$ cat src/rtl/fp_pipe_stage_chain.sv
// ---------------------------------------------------------------------------
// fp_pipe_stage_chain
//
// Pipeline-register chain that carries an operand pair (X, Y) and a mantissa
// field through DEPTH register stages between floating-point unit stages.
// Flow control is a valid/ready handshake:
//   * Bubbles collapse: an empty stage loads from upstream even while the
//     stages below it are stalled.
//   * A one-entry skid buffer catches the beat accepted in the cycle the chain
//     fills. This lets in_ready come straight from a register, with no
//     combinational path from out_ready.
//   * A synchronous flush drops every in-flight beat, including any beat
//     accepted in the flush cycle itself.
//
// Parameters
//   N      operand width for X and Y
//   M      mantissa field width
//   DEPTH  number of pipeline stages (1..8)
//
// Ports
//   clk        rising-edge clock
//   reset      asynchronous, active-high; clears valids and payloads
//   flush      synchronous; clears all valid bits, payloads are kept
//   in_valid   upstream beat present
//   in_ready   chain can take a beat (registered, equals !skid_valid)
//   in_x/in_y  operand payload, N bits each
//   in_man     mantissa payload, M bits
//   out_valid  final stage holds a beat
//   out_ready  downstream consumes the final-stage beat
//   out_x/out_y/out_man  final-stage payload
//   occupancy  number of valid entries (stages plus skid), 0..DEPTH+1
// ---------------------------------------------------------------------------
module fp_pipe_stage_chain #(
    parameter int N     = 32,
    parameter int M     = 23,
    parameter int DEPTH = 3
) (
    input  logic                        clk,
    input  logic                        reset,
    input  logic                        flush,
    input  logic                        in_valid,
    output logic                        in_ready,
    input  logic [N-1:0]                in_x,
    input  logic [N-1:0]                in_y,
    input  logic [M-1:0]                in_man,
    output logic                        out_valid,
    input  logic                        out_ready,
    output logic [N-1:0]                out_x,
    output logic [N-1:0]                out_y,
    output logic [M-1:0]                out_man,
    output logic [$clog2(DEPTH+2)-1:0]  occupancy
);

    localparam int OW = $clog2(DEPTH + 2);
    // The whole beat travels as one packed word {x, y, man}.
    localparam int PW = 2 * N + M;

    // Stage state
    logic [DEPTH-1:0] v_r;
    logic [PW-1:0]    pl_r [DEPTH];

    // Skid buffer state
    logic             sv_r;
    logic [PW-1:0]    skid_pl_r;

    // in_ready is kept as its own register and always equals !sv_r
    logic             in_ready_r;

    // Combinational helpers
    logic [DEPTH-1:0] adv_s;
    logic             acc_s;
    logic [PW-1:0]    in_pl_s;
    logic             src_v_s;
    logic [PW-1:0]    src_pl_s;
    logic             sv_nxt_s;
    logic [OW-1:0]    occ_s;

    // Advance terms ripple from the output back toward stage 0.
    // A stage may load when it is empty, or when the stage below it also moves.
    always_comb begin
        adv_s            = '0;
        adv_s[DEPTH-1]   = !v_r[DEPTH-1] | out_ready;
        for (int k = DEPTH - 2; k >= 0; k--) begin
            adv_s[k] = !v_r[k] | adv_s[k+1];
        end
    end

    // Select the source for stage 0 and compute the next skid-valid bit.
    always_comb begin
        acc_s   = in_valid & in_ready_r;
        in_pl_s = {in_x, in_y, in_man};
        // The skid beat is older than anything on the input, so it has priority.
        // While sv_r is set, in_ready is low and acc_s cannot fire.
        if (sv_r) begin
            src_v_s  = 1'b1;
            src_pl_s = skid_pl_r;
            sv_nxt_s = !adv_s[0];
        end else begin
            src_v_s  = acc_s;
            src_pl_s = in_pl_s;
            sv_nxt_s = acc_s & !adv_s[0];
        end
    end

    // Valid bits, skid valid and the registered in_ready.
    always_ff @(posedge clk or posedge reset) begin
        if (reset) begin
            v_r        <= '0;
            sv_r       <= 1'b0;
            in_ready_r <= 1'b1;
        end else if (flush) begin
            v_r        <= '0;
            sv_r       <= 1'b0;
            in_ready_r <= 1'b1;
        end else begin
            if (adv_s[0]) begin
                v_r[0] <= src_v_s;
            end else begin
                v_r[0] <= v_r[0];
            end
            for (int k = 1; k < DEPTH; k++) begin
                if (adv_s[k]) begin
                    v_r[k] <= v_r[k-1];
                end else begin
                    v_r[k] <= v_r[k];
                end
            end
            sv_r       <= sv_nxt_s;
            in_ready_r <= !sv_nxt_s;
        end
    end

    // Payload registers. These load only when a real beat moves in, so a
    // bubble never overwrites them. Flush leaves them untouched.
    always_ff @(posedge clk or posedge reset) begin
        if (reset) begin
            for (int k = 0; k < DEPTH; k++) begin
                pl_r[k] <= '0;
            end
            skid_pl_r <= '0;
        end else if (flush) begin
            for (int k = 0; k < DEPTH; k++) begin
                pl_r[k] <= pl_r[k];
            end
            skid_pl_r <= skid_pl_r;
        end else begin
            if (adv_s[0] && src_v_s) begin
                pl_r[0] <= src_pl_s;
            end else begin
                pl_r[0] <= pl_r[0];
            end
            for (int k = 1; k < DEPTH; k++) begin
                if (adv_s[k] && v_r[k-1]) begin
                    pl_r[k] <= pl_r[k-1];
                end else begin
                    pl_r[k] <= pl_r[k];
                end
            end
            // Capture into the skid only when the accepted beat cannot enter
            // stage 0 this cycle.
            if (acc_s && !adv_s[0]) begin
                skid_pl_r <= in_pl_s;
            end else begin
                skid_pl_r <= skid_pl_r;
            end
        end
    end

    // Occupancy is a popcount of the registered valid bits plus the skid valid.
    always_comb begin
        occ_s = OW'(sv_r);
        for (int k = 0; k < DEPTH; k++) begin
            occ_s = occ_s + OW'(v_r[k]);
        end
    end

    assign in_ready                  = in_ready_r;
    assign out_valid                 = v_r[DEPTH-1];
    assign {out_x, out_y, out_man}   = pl_r[DEPTH-1];
    assign occupancy                 = occ_s;

endmodule

$ cat config.mk
export PLATFORM = sky130hd
export DESIGN_NAME = fp_pipe_stage_chain
export DESIGN_NICKNAME = d
export VERILOG_FILES = /design/src/rtl/fp_pipe_stage_chain.sv
export SDC_FILE = /design/constraint.sdc
export NUM_CORES = 1
export LEC_CHECK = 0
export BUFFER_PORTS_ARGS = -buffer_cell sky130_fd_sc_hd__buf_2
export CORE_MARGIN = 5
export CORE_UTILIZATION = 30
export CTS_BUF_LIST = sky130_fd_sc_hd__clkbuf_8 sky130_fd_sc_hd__clkbuf_16
export DETAILED_ROUTE_END_ITERATION = 7
export GPL_TIMING_DRIVEN = 0
export HOLD_SLACK_MARGIN = 0.08
export PLACE_DENSITY = 0.58
export SYNTH_ARGS = -nofsm -noshare
export SYNTH_HDL_FRONTEND = slang
export SYNTH_SLANG_ARGS = --single-unit
export TNS_END_PERCENT = 20
$ cat constraint.sdc
create_clock -name clk -period 24.1 [get_ports clk]
set_clock_uncertainty 0.05 [all_clocks]
set_input_delay 4.82 -clock clk [delete_from_list [all_inputs] [get_ports clk]]
set_output_delay 4.82 -clock clk [all_outputs]
set_load 0.01 [all_outputs]
* Word level (Yosys, flattened, before mapping) *
Cells that the tools add are included.
W data, S select, Z words.

storage, ports and cells
  output and inout bits = 92
  bits in read-only memories = 0
  bits in registers = 353
  input port bits = 92
  bits in writable memories = 0
  logic and storage cells = 43
  bits in latches = 0
  memories = 0

cells by class
  bitwise gates (word level) = 6
  add/sub/neg operators = 3
  reduce and logical (&&, ||, !) cells = 16
  div/mod/pow operators = 0
  shift-type cells = 0
  multiply operators = 0
  mux-type cells = 9
  $lt $le $gt $ge = 0
  eq/ne operators = 0

operator list
  cell                 number
  $mux W87             1
  $reduce_and A2 Y1    4
  $mux W1              7
  $reduce_bool A2 Y1   3
  $logic_not A1 Y1     5
  $logic_and A1 B1 Y1  4
  $add A2 B1 Y3        1
  $add A3 B1 Y3        1
  $mux W3              1
  $or A1 B1 Y1         3
  $add A1 B1 Y2        1
  $and A1 B1 Y1        2
  $not A1 Y1           1

* Longest topological paths before layout *
Gate-level depths: netlist (run 1).

  depth after elaboration = 9
  gate-level depth with buffers = 8
  gate-level depth less buffers = 5

* Least setup slack after synthesis (run 1) *
No wires, ideal clock.

  kind = register to output
  start = register sv_r
  end = output occupancy[1]
  path buffers = 3
  setup slack = 17.151 ns
  cell stages (with the launch flop) = 9
  data arrival time = 2.079 ns
  required time = 19.230 ns
  cell sequence = dfrtp_1 > buf_2 > buf_2 > buf_1 > inv_1 > fa_1 > inv_1 > ha_1 > ha_1

between the ends
  word-level cells in the longest chain between the ends = 3

ends and longest elaborated chain
  item                    line  RTL
  from (decl)             63    logic sv_r;
  from (signal assigned)  128   sv_r <= sv_nxt_s;
  $add A1 B1 Y2           173   occ_s = occ_s + OW'(v_r[k]);
  $add A2 B1 Y3           173
  $add A3 B1 Y3           173
  to (decl)               51    output logic [$clog2(DEPTH+2)-1:0] occupancy

No other way between the ends.

* Worst setup path in the final report (run 1) *
Same ends and word-level chain as after synthesis.

==> results.md, run 1 <==
- Period utilisation layout: 34.45%
- DRC: 0
- Post-synthesis sequential area ratio: 58.79%
- Max Cap Violations: 0
- Part of the power in registers: 44.1%
- Reg2reg start: sv_r
- Portion of netlist area occupied by mux cells: 33.60%
- Max_slew headroom: 45.77%
- PortBufs: 183
- CTS Buf Count: 42
- Core Box Area: 0.04986 mm^2
- Fin nets: 1272
- Final hold violation count: 0
- Synth Net Count: 1043
- Worst-case reg-to-reg path depth: 5
- Power Internal: 1.328 mW
- DR iter-0 viols: 288
- Clk pwr share: 35.3%
- Reg2reg setup slack: 21.66 ns
- Total GRT Usage: 11.72%
- Routed len/inst: 16.77 um
- Clk buf depth: 3
- Combinational Power Share: 20.6%
- Min Tclk post-route: 8.301 ns
- WS Path Type: reg2out
- Vias/cell: 4.289
- DR pass1 iterations: 4
- CTS tree: yes
- Status: finished clean
- Ys Warns: 0
- Global-route wire length before repair: 50250 um
- DP HPWL: 20920 um
- Worst hold path class: reg2reg
- Synth unique cells: 26
- Post-synthesis compound-gate area fraction: 0.3913%
- RePlAce Congestion: 0.7132
- Die Area: 0.05466 mm^2
- Synth Register Bits: 353
- Synthesized cell area: 0.01503 mm^2
- Final-report max-slew violation count: 0
- Mean Syn Cell Area: 15.85 um^2
- CP Data Required Time: 19.23 ns
- Worst R2R End: pl_r[180]
- Largest net degree at the start of global routing: 126
- Die X: 233.8 um
- Worst Max-Slew Pin Slew: 0.8135 ns
- Tot Pwr: 1.774 mW
- Adder-Cell Fraction of Synth Area: 0.2998%
- Setup TNS: 0 ns
- CTS resizes: 0
- Post-Syn Instances: 948
- Initial Util: 30.14%
- Power Dens Cells: 97.27 mW/mm^2
- Post-DRT Antenna Nets: 0
- Sw power: 0.4458 mW
- Setup repair bufs after CTS: 0
- Hold-fix buffers, CTS: 0
- CP Max Fanout: 10
- Crit. End Element: output pin
- Htree depth: 2
- Layout fillers: 4848
- CP Data Arrival Time: 3.43 ns
- IO Pins: 184
- Largest family of logic cells by synthesized area: multiplexers
- Die span in y: 233.8 um
- Crit path to: occupancy[1]
- Clk pin slew, worst setup/hold paths: 0.06 ns
- FP Rows: 82
- Global route overflow: 0
- Setup crit start: sv_r
- Max VDD drop: 0.00004982 V
- Final setup vio count: 0
- Clk Latency, worst-skew pair: 0.54 ns
- Initial antenna violation count: 6
- Unrepaired setup endpoints after global routing: false
- CTS root buf: clkbuf_16
- Vias in the first global route: 8859
- Via count: 8067
- Layout area overhead: 21.35%
- Max Fclk: 120.5 MHz
- Pleak: 8.668 nW
- Net Sw Frac: 25.13%
- DP Cell Count: 1805
- Post-Route WL: 31540 um
- XOR/XNOR Fraction of Synth Area: 0%
- Share of layout cells above drive strength 1: 66.72%
- Type of origin of the critical path: flop
- Simple-gate area share of the yosys netlist: 0.4080%
- Clk sinks: 353
- Final Non-Filler Cells: 1881
[sequential cells by signal, indices dropped and copies added, names as in the netlist]
name	count
out_man	23
sv_r	1
pl_r	174
out_x	32
in_ready	1
v_r	3
out_y	32
skid_pl_r	87
[placed cells by master, fill, tap and decap left out, drive strengths merged]
| cell | instances |
|---|---|
| and4 | 1 |
| fa | 1 |
| and2 | 1 |
| clkbuf | 60 |
| diode | 1 |
| o21ai | 1 |
| a311oi | 1 |
| nor2 | 2 |
| bufinv | 2 |
| a21oi | 3 |
| nand3 | 1 |
| nand2 | 1 |
| buf | 314 |
| dfstp | 1 |
| nor2b | 2 |
| a211o | 1 |
| or2 | 1 |
| dfrtp | 352 |
| inv | 19 |
| ha | 2 |
| mux2 | 435 |
| clkinv | 6 |
| nand2b | 1 |
[cell type report]
type,instances,area (um^2),area share [%]
multi-input combinational,454,5214,28.59
buffer,135,955.9,5.242
antenna,1,2.502,0.01372
clock buffer,54,1227,6.731
inverter,6,30.03,0.1647
sequential,353,8835,48.45
timing repair buffer,185,970.9,5.325
clock inverter,21,158.9,0.8714
tap,672,840.8,4.611
[worst min path at each step]
stage | from | endpoint | depth (start not counted)
2_1_floorplan | skid_pl_r[10] | skid_pl_r[10] | 1
3_3_place_gp | skid_pl_r[13] | skid_pl_r[13] | 1
3_5_place_dp | skid_pl_r[11] | skid_pl_r[11] | 1
4_1_cts | skid_pl_r[11] | skid_pl_r[11] | 1
5_1_grt | skid_pl_r[11] | skid_pl_r[11] | 1
6_report | skid_pl_r[11] | skid_pl_r[11] | 1
[metal layers]
layer  part of all wire [%]  up-vias  GRT usage (%)
met4                    2.3       10          3.670
li1                       -     3709              -
met5                   0.23        -              0
met1                     45     4137          15.44
met3                    6.3       57          3.669
met2                     46      154          18.55
[critical path: stages, from the launching register on]
cell,delay (ns)
dfrtp_1,0.31
buf_2,0.28
buf_2,0.38
buf_1,0.62
inv_1,0.12
fa_1,0.50
inv_1,0.07
ha_1,0.19
ha_1,0.26
buf_2,0.14
[kinds of logic after synthesis]
family | after synthesis
fa+ha+maj | 3
simple gates | 10
buf+inv | 141
compound gates | 6
flops | 353
mux | 435
[synth_stat cells]
library cell	number	area, um^2
mux2_4	40	600.6
a21oi_2	1	8.760
and4_1	1	8.760
a211o_1	1	8.760
nand3_1	1	5.000
buf_6	11	123.9
inv_1	6	22.52
clkbuf_1	6	22.52
buf_1	1	3.750
nand2_1	1	3.750
or2_2	1	6.260
buf_4	88	660.6
a21oi_1	2	10.01
dfrtp_1	352	8808
a311oi_4	1	26.28
mux2_1	12	135.1
fa_1	1	20.02
buf_2	29	145.1
o21ai_0	1	5.000
and2_1	1	6.260
nor2b_2	2	17.52
nor2_1	2	7.510
dfstp_2	1	26.28
ha_1	2	25.02
mux2_2	383	4313
nand2b_1	1	6.260
[metrics by stage]
step | hold slack [ns] | setup WS, ns | area, um^2 | utilization, %
final | 0.4331 | 15.80 | 18240 | 36.57
after global routing | 0.4416 | 15.61 | 18240 | 36.57
after CTS | 0.4335 | 15.66 | 18230 | 36.57
after detailed placement | 0.4198 | 16.29 | 16850 | 33.79
after global placement | 0.4113 | 5.318 | 16780 | 33.66
after floorplan | 0.4022 | 9.440 | 15030 | -
[power groups by stage]
stage                     Combinational [mW]  Sequential [mW]  Clock (mW)
after floorplan                        0.268            0.772           0
final                                  0.365            0.782       0.627
after detailed placement               0.373            0.794           0
after CTS                              0.374            0.784       0.655
after global routing                   0.402            0.799       0.678
after global placement                 0.368            0.790           0
No activity file was read; power rests on OpenSTA's default activity.
==> inputs of run 2 (changes only) <==
--- a/config.mk
+++ b/config.mk
@@ -12,7 +12,7 @@
 export DETAILED_ROUTE_END_ITERATION = 7
 export GPL_TIMING_DRIVEN = 0
 export HOLD_SLACK_MARGIN = 0.08
-export PLACE_DENSITY = 0.58
+export PLACE_DENSITY = 0.59
 export SYNTH_ARGS = -nofsm -noshare
 export SYNTH_HDL_FRONTEND = slang
 export SYNTH_SLANG_ARGS = --single-unit
==> constraint.sdc (replaced) <==
create_clock -name clk -period 6.9 [get_ports clk]
set_clock_uncertainty 0.05 [all_clocks]
set_input_delay 1.38 -clock clk [delete_from_list [all_inputs] [get_ports clk]]
set_output_delay 1.38 -clock clk [all_outputs]
set_load 0.01 [all_outputs]
==> run 2 against run 1 <==
  * Sequential cell count stayed put
  * Design area is 1.0% higher
  * First-iteration DRC count is 34% lower
  * Largest power group unchanged
  * Hold slack worse by 0.0047 ns
  * Register-to-register slack got worse by 17 ns
  * Highest routed layer unchanged
  * Sequential share of layout area is 0.50 points lower
==> results.md, run 2 (synthesis results as in run 1) <==
- Crit path largest cell delay: 0.63 ns (about the same)
- Crit. End Element: output pin
- Core Box Area: 0.04986 mm^2 (unchanged)
- Tot Pwr: 6.256 mW (+250%)
- CP Data Required Time: 5.47 ns (-13.76 ns)
- Routed len/inst: 16.79 um (+0.14%)
- WS Path Type: reg2out
- Top reg by flops: pl_r
- Sw power: 1.557 mW (+250%)
- Vias in the first global route: 8896 (+0.42%)
- Max reg flops: 174 (unchanged)
- Total GRT Usage: 11.82% (+0.11 points)
- Via count: 8109 (+0.52%)
- Setup repair bufs after CTS: 0 (unchanged)
- Hold-fix buffers, CTS: 0 (unchanged)
- Die X: 233.8 um (unchanged)
- CTS Buf Count: 42 (unchanged)
- Net Sw Frac: 24.89% (-0.24 points)
- Final hold violation count: 0 (unchanged)
- DR pass1 iterations: 4 (unchanged)
- CTS root buf: clkbuf_16
- Combinational Power Share: 20.6% (about the same)
- Share of layout cells above drive strength 1: 67.05% (+0.33 points)
- Critical Path, Cell by Cell: buf_2 -> buf_2 -> buf_1 -> inv_1 -> fa_1 -> inv_1 -> ha_1 -> ha_1 -> buf_2
- Die span in y: 233.8 um (unchanged)
- Initial Util: 30.14% (unchanged)
- Clk Latency, worst-skew pair: 0.55 ns (about the same)
- Status: finished clean
- Clk buf depth: 3 (unchanged)
- Global route overflow: 0 (unchanged)
- Die Area: 0.05466 mm^2 (unchanged)
- CTS tree: yes
- Global-route wire length before repair: 50650 um (+0.80%)
- Vias/cell: 4.286 (about the same)
- CP Data Arrival Time: 3.46 ns (+0.03 ns)
- Commonest non-fill, non-tap cell in the layout: mux2_2
- RePlAce Congestion: 0.7353 (+3.1%)
- Delay-heaviest family, CP: buffers and inverters
- DRC: 0 (unchanged)
- Type of origin of the critical path: flop
- Commonest cells after routing, fill and taps aside: mux2_2 (383), dfrtp_1 (352), buf_2 (212)
- Max Fclk: 204.3 MHz
- Slowest cell on the critical path: buf_1
- PortBufs: 183 (unchanged)
- CTS resizes: 0 (unchanged)
- Min Tclk post-route: 4.895 ns
- Initial antenna violation count: 7 (+1)
- Largest net degree at the start of global routing: 43 (-66%)
- Max Cap Violations: 0 (unchanged)
- Max_slew headroom: 48.88% (+3.1 points)
- Power Dens Cells: 339.5 mW/mm^2 (+250%)
- Htree depth: 2 (unchanged)
- Post-DRT Antenna Nets: 0 (unchanged)
- DP HPWL: 21870 um (+4.5%)
- Final setup vio count: 0 (unchanged)
- Layout area overhead: 22.62%
- Worst hold path class: reg2reg
- FP Rows: 82 (unchanged)
- Buf/Inv on CP: 6 (unchanged)
- CP Max Fanout: 10 (unchanged)
- Power Internal: 4.698 mW (+250%)
- Max VDD drop: 0.0001926 V (+290%)
- Top Registers: pl_r x174, skid_pl_r x87
- Clk sinks: 353 (unchanged)
- Pleak: 8.739 nW (+0.82%)
- DR iter-0 viols: 189 (-34%)
- Post-Route WL: 31770 um (+0.73%)
- Worst Max-Slew Pin Slew: 0.7668 ns (-0.04664 ns)
- Period utilisation layout: 70.94%
- Most frequent CP cell: buf_2
- Final-report max-slew violation count: 0 (unchanged)
- Setup TNS: 0 ns (unchanged)
- Part of the power in registers: 43.7% (-0.4 points)
- IO Pins: 184 (unchanged)
- Clk pwr share: 35.8% (+0.5 points)
- Clk pin slew, worst setup/hold paths: 0.06 ns (about the same)
- Unrepaired setup endpoints after global routing: false
- Fin nets: 1280 (+0.63%)
- Hold WS: 0.4284 ns (-0.004701 ns)
-- run 2: cell count changes in the layout (fill, tap and decap cells not counted), sizes merged --
cell / before / now
diode: 1 / 3
buf: 314 / 322
bufinv: 2 / 3
clkinv: 6 / 5
clkinvlp: 0 / 4
inv: 19 / 17
clkbuf: 60 / 59
-- run 2: power groups by stage --
stage | clock network [mW] | logic [mW] | registers, mW
2_1_floorplan | 0 | 0.935 | 2.70
3_3_place_gp | 0 | 1.29 | 2.76
3_5_place_dp | 0 | 1.31 | 2.77
4_1_cts | 2.34 | 1.32 | 2.74
5_1_grt | 2.42 | 1.41 | 2.79
6_report | 2.24 | 1.29 | 2.73
-- run 2: area by class of cell --
type                            count  area, um^2
Timing Repair Buffer              193        1116
Tap cell                          672       840.8
Antenna cell                        3       7.507
Clock buffer                       53        1236
Inverter                            6       26.28
Fill cell                        4841       31440
Clock inverter                     23       195.2
Buffer                            135       955.9
Multi-Input combinational cell    454        5214
Sequential cell                   353        8835
-- run 2: metrics by stage --
stage	area [um^2]	worst slack, ns	cells	util [%]
2_1_floorplan	15030	0.7424	948	-
3_3_place_gp	16790	-1.472	1803	33.67
3_5_place_dp	16990	2.468	1813	34.07
4_1_cts	18420	1.835	1889	36.94
5_1_grt	18420	1.743	1889	36.94
6_report	18430	2.005	1892	36.95
-- run 2: per-layer routing --
layer | global-route usage [%] | up-vias | wire length [um]
met5 | 0 | - | 54
met4 | 3.725 | 10 | 756
met3 | 3.620 | 69 | 1952
met2 | 18.58 | 159 | 14450
met1 | 15.75 | 4140 | 14560
li1 | - | 3731 | -
-- run 2: worst paths after layout --
path / start / to / slack (ns) / cells past startpoint
min in group asynchronous: reset / out_x[13] / 0.67 / 2
worst max register to register: sv_r / pl_r[178] / 4.42 / 5
worst min register to register: skid_pl_r[10] / skid_pl_r[10] / 0.43 / 1
max in group asynchronous: reset / pl_r[114] / 5.14 / 5
worst max-delay path: sv_r / occupancy[1] / 2.01 / 9
worst min-delay path: skid_pl_r[10] / skid_pl_r[10] / 0.43 / 1
-- run 2: worst reg2reg max path: cells and delay by family, from the launching register on --
kind / cells / cell delay [ns]
buf+inv: 3 / 1.31
mux: 2 / 0.68
flops: 1 / 0.31
==> inputs of run 3 (changes only) <==
--- a/config.mk
+++ b/config.mk
@@ -12,7 +12,7 @@
 export DETAILED_ROUTE_END_ITERATION = 7
 export GPL_TIMING_DRIVEN = 0
 export HOLD_SLACK_MARGIN = 0.08
-export PLACE_DENSITY = 0.59
+export PLACE_DENSITY = 0.58
 export SYNTH_ARGS = -nofsm -noshare
 export SYNTH_HDL_FRONTEND = slang
 export SYNTH_SLANG_ARGS = --single-unit
==> constraint.sdc (replaced) <==
create_clock -name clk -period 4.8 [get_ports clk]
set_clock_uncertainty 0.05 [all_clocks]
set_input_delay 0.96 -clock clk [delete_from_list [all_inputs] [get_ports clk]]
set_output_delay 0.96 -clock clk [all_outputs]
set_load 0.01 [all_outputs]
==> run 3 against run 2 <==
  * Sequential share of layout area increased by 0.15 points
  * Via count decreased by 0.44%
  * Design area decreased by 0.31%
==> results.md, run 3 (synthesis results as in run 1) <==
- Status: finished clean
- Type of origin of the critical path: flop
- Crit. End Element: output pin
- Initial Util: 30.14% (unchanged)
- Worst Max-Slew Pin Slew: 0.7044 ns (-0.06244 ns)
- DP HPWL: 22290 um (+2.0%)
- Post-place setup slack: 0.9015 ns (-1.567 ns)
- Final Non-Filler Cells: 1887 (-0.26%)
- Final setup vio count: 0 (unchanged)
- Most frequent CP cell: buf_2
- Layout area overhead: 22.24%
- Crit path largest cell delay: 0.56 ns (-0.07 ns)
- CTS tree: yes
- Clk pin slew, worst setup/hold paths: 0.05 ns (about the same)
- Design Area, Final: 0.01837 mm^2 (-0.31%)
- DR pass1 iterations: 4 (unchanged)
- Commonest non-fill, non-tap cell in the layout: mux2_2
- CTS root buf: clkbuf_16
- Clk Latency, worst-skew pair: 0.55 ns (about the same)
- IO Pins: 184 (unchanged)
- Final-report max-slew violation count: 0 (unchanged)
- Tot Pwr: 8.937 mW (+43%)
- CP Max Fanout: 10 (unchanged)
- Setup repair bufs after CTS: 0 (unchanged)
- Final core occ: 36.84% (-0.12 points)
- Min Tclk post-route: 4.321 ns
- Clk sinks: 353 (unchanged)
- Htree depth: 2 (unchanged)
- DR iter-0 viols: 210 (+11%)
- Core Box Area: 0.04986 mm^2 (unchanged)
- RePlAce Congestion: 0.6951 (-5.5%)
- Commonest cells after routing, fill and taps aside: mux2_2 (383), dfrtp_1 (352), buf_2 (212)
- CTS resizes: 0 (unchanged)
- Reg2reg setup slack: 2.49 ns (-1.93 ns)
- DP Cell Count: 1813 (unchanged)
- Setup TNS: 0 ns (unchanged)
- Largest net degree at the start of global routing: 41 (-4.7%)
- Top Registers: pl_r x174, skid_pl_r x87
- CTS Buf Count: 43 (+2.4%)
- FP Rows: 82 (unchanged)
- Via count: 8073 (-0.44%)
- Vias in the first global route: 8965 (+0.78%)
- Pleak: 8.730 nW (-0.10%)
- Worst hold path class: in2async
- Power Dens Cells: 486.5 mW/mm^2 (+43%)
- Worst R2R End: pl_r[182]
- Die Area: 0.05466 mm^2 (unchanged)
- Die span in y: 233.8 um (unchanged)
- Final setup margin: 0.4791 ns (-1.526 ns)
- Hold WS: 0.4154 ns (-0.01301 ns)
- Unrepaired setup endpoints after global routing: false
- Max_slew headroom: 53.04% (+4.2 points)
- Reg2reg start: sv_r
- Fin nets: 1281 (+0.078%)
- Critical Path, Cell by Cell: buf_2 -> buf_2 -> buf_1 -> inv_1 -> fa_1 -> inv_1 -> ha_1 -> ha_1 -> buf_2
- Slowest cell on the critical path: buf_1
- WS Path Type: reg2out
- Vias/cell: 4.278 (-0.18%)
- Final hold violation count: 0 (unchanged)
- Post-DRT Antenna Nets: 0 (unchanged)
- Max Fclk: 231.4 MHz
- Global route overflow: 0 (unchanged)
- Clk buf depth: 3 (unchanged)
- Initial antenna violation count: 11 (+4)
- Global-route wire length before repair: 51170 um (+1.0%)
- Total GRT Usage: 11.93% (+0.11 points)
- Worst-case reg-to-reg path depth: 5 (unchanged)
- DRC: 0 (unchanged)
- CP Data Required Time: 3.79 ns (-1.68 ns)
- Max Cap Violations: 0 (unchanged)
- Period utilisation layout: 90.02%
- PortBufs: 183 (unchanged)
- Max reg flops: 174 (unchanged)
- Routed len/inst: 17.02 um (+1.3%)
- Die X: 233.8 um (unchanged)
- Share of layout cells above drive strength 1: 66.78% (-0.27 points)
- Post-Route WL: 32110 um (+1.1%)
- Hold-fix buffers, CTS: 0 (unchanged)
- Max VDD drop: 0.0002381 V (+24%)
- Top reg by flops: pl_r
- Placed inst area: 0.01699 mm^2 (unchanged)
- CP Data Arrival Time: 3.31 ns (-0.15 ns)
run 3: cell types whose count changed in the layout (fill, tap and decap cells not counted), sizes merged:
cell      previous run  this run
inv                 17        18
clkinvlp             4         1
clkbuf              59        57
diode                3         2
run 3: how the worst max path moves through the flow:
stage	startpoint	endpoint	slack, ns	depth (start not counted)
5_1_grt	sv_r	occupancy[1]	0.16	9
3_5_place_dp	sv_r	occupancy[1]	0.90	9
4_1_cts	sv_r	occupancy[1]	0.28	9
3_3_place_gp	reset	out_y[7]	-3.15	2
2_1_floorplan	reset	out_man[0]	-0.94	1
6_report	sv_r	occupancy[1]	0.48	9
run 3: cell type report:
cell class / instances / area, um^2
Inverter: 6 / 26.28
Antenna cell: 2 / 5.005
Buffer: 135 / 955.9
Clock inverter: 21 / 167.7
Timing Repair Buffer: 193 / 1116
Tap cell: 672 / 840.8
Clock buffer: 51 / 1209
Multi-Input combinational cell: 454 / 5214
Fill cell: 4875 / 31490
Sequential cell: 353 / 8835
run 3: where the power goes:
group | switching (mW) | internal (mW)
sequential | 0.320 | 3.61
clock | 1.23 | 1.93
combinational | 0.684 | 1.17
total | 2.23 | 6.71
run 3: critical path: cells and delay by family, from the launching register on:
kind | cells | cell delay, ns
buffers and inverters | 6 | 1.50
adder cells (fa/ha/maj) | 3 | 0.95
flip-flops | 1 | 0.31
run 3: metal layers:
layer / wire length [um] / track usage [%] / share of wire [%] / vias up
li1: - / - / - / 3737
met1: 14150 / 15.49 / 44 / 4084
met2: 14560 / 18.55 / 45 / 159
met3: 2509 / 4.928 / 7.8 / 73
met4: 764 / 3.212 / 2.4 / 20
met5: 136 / 0 / 0.42 / -
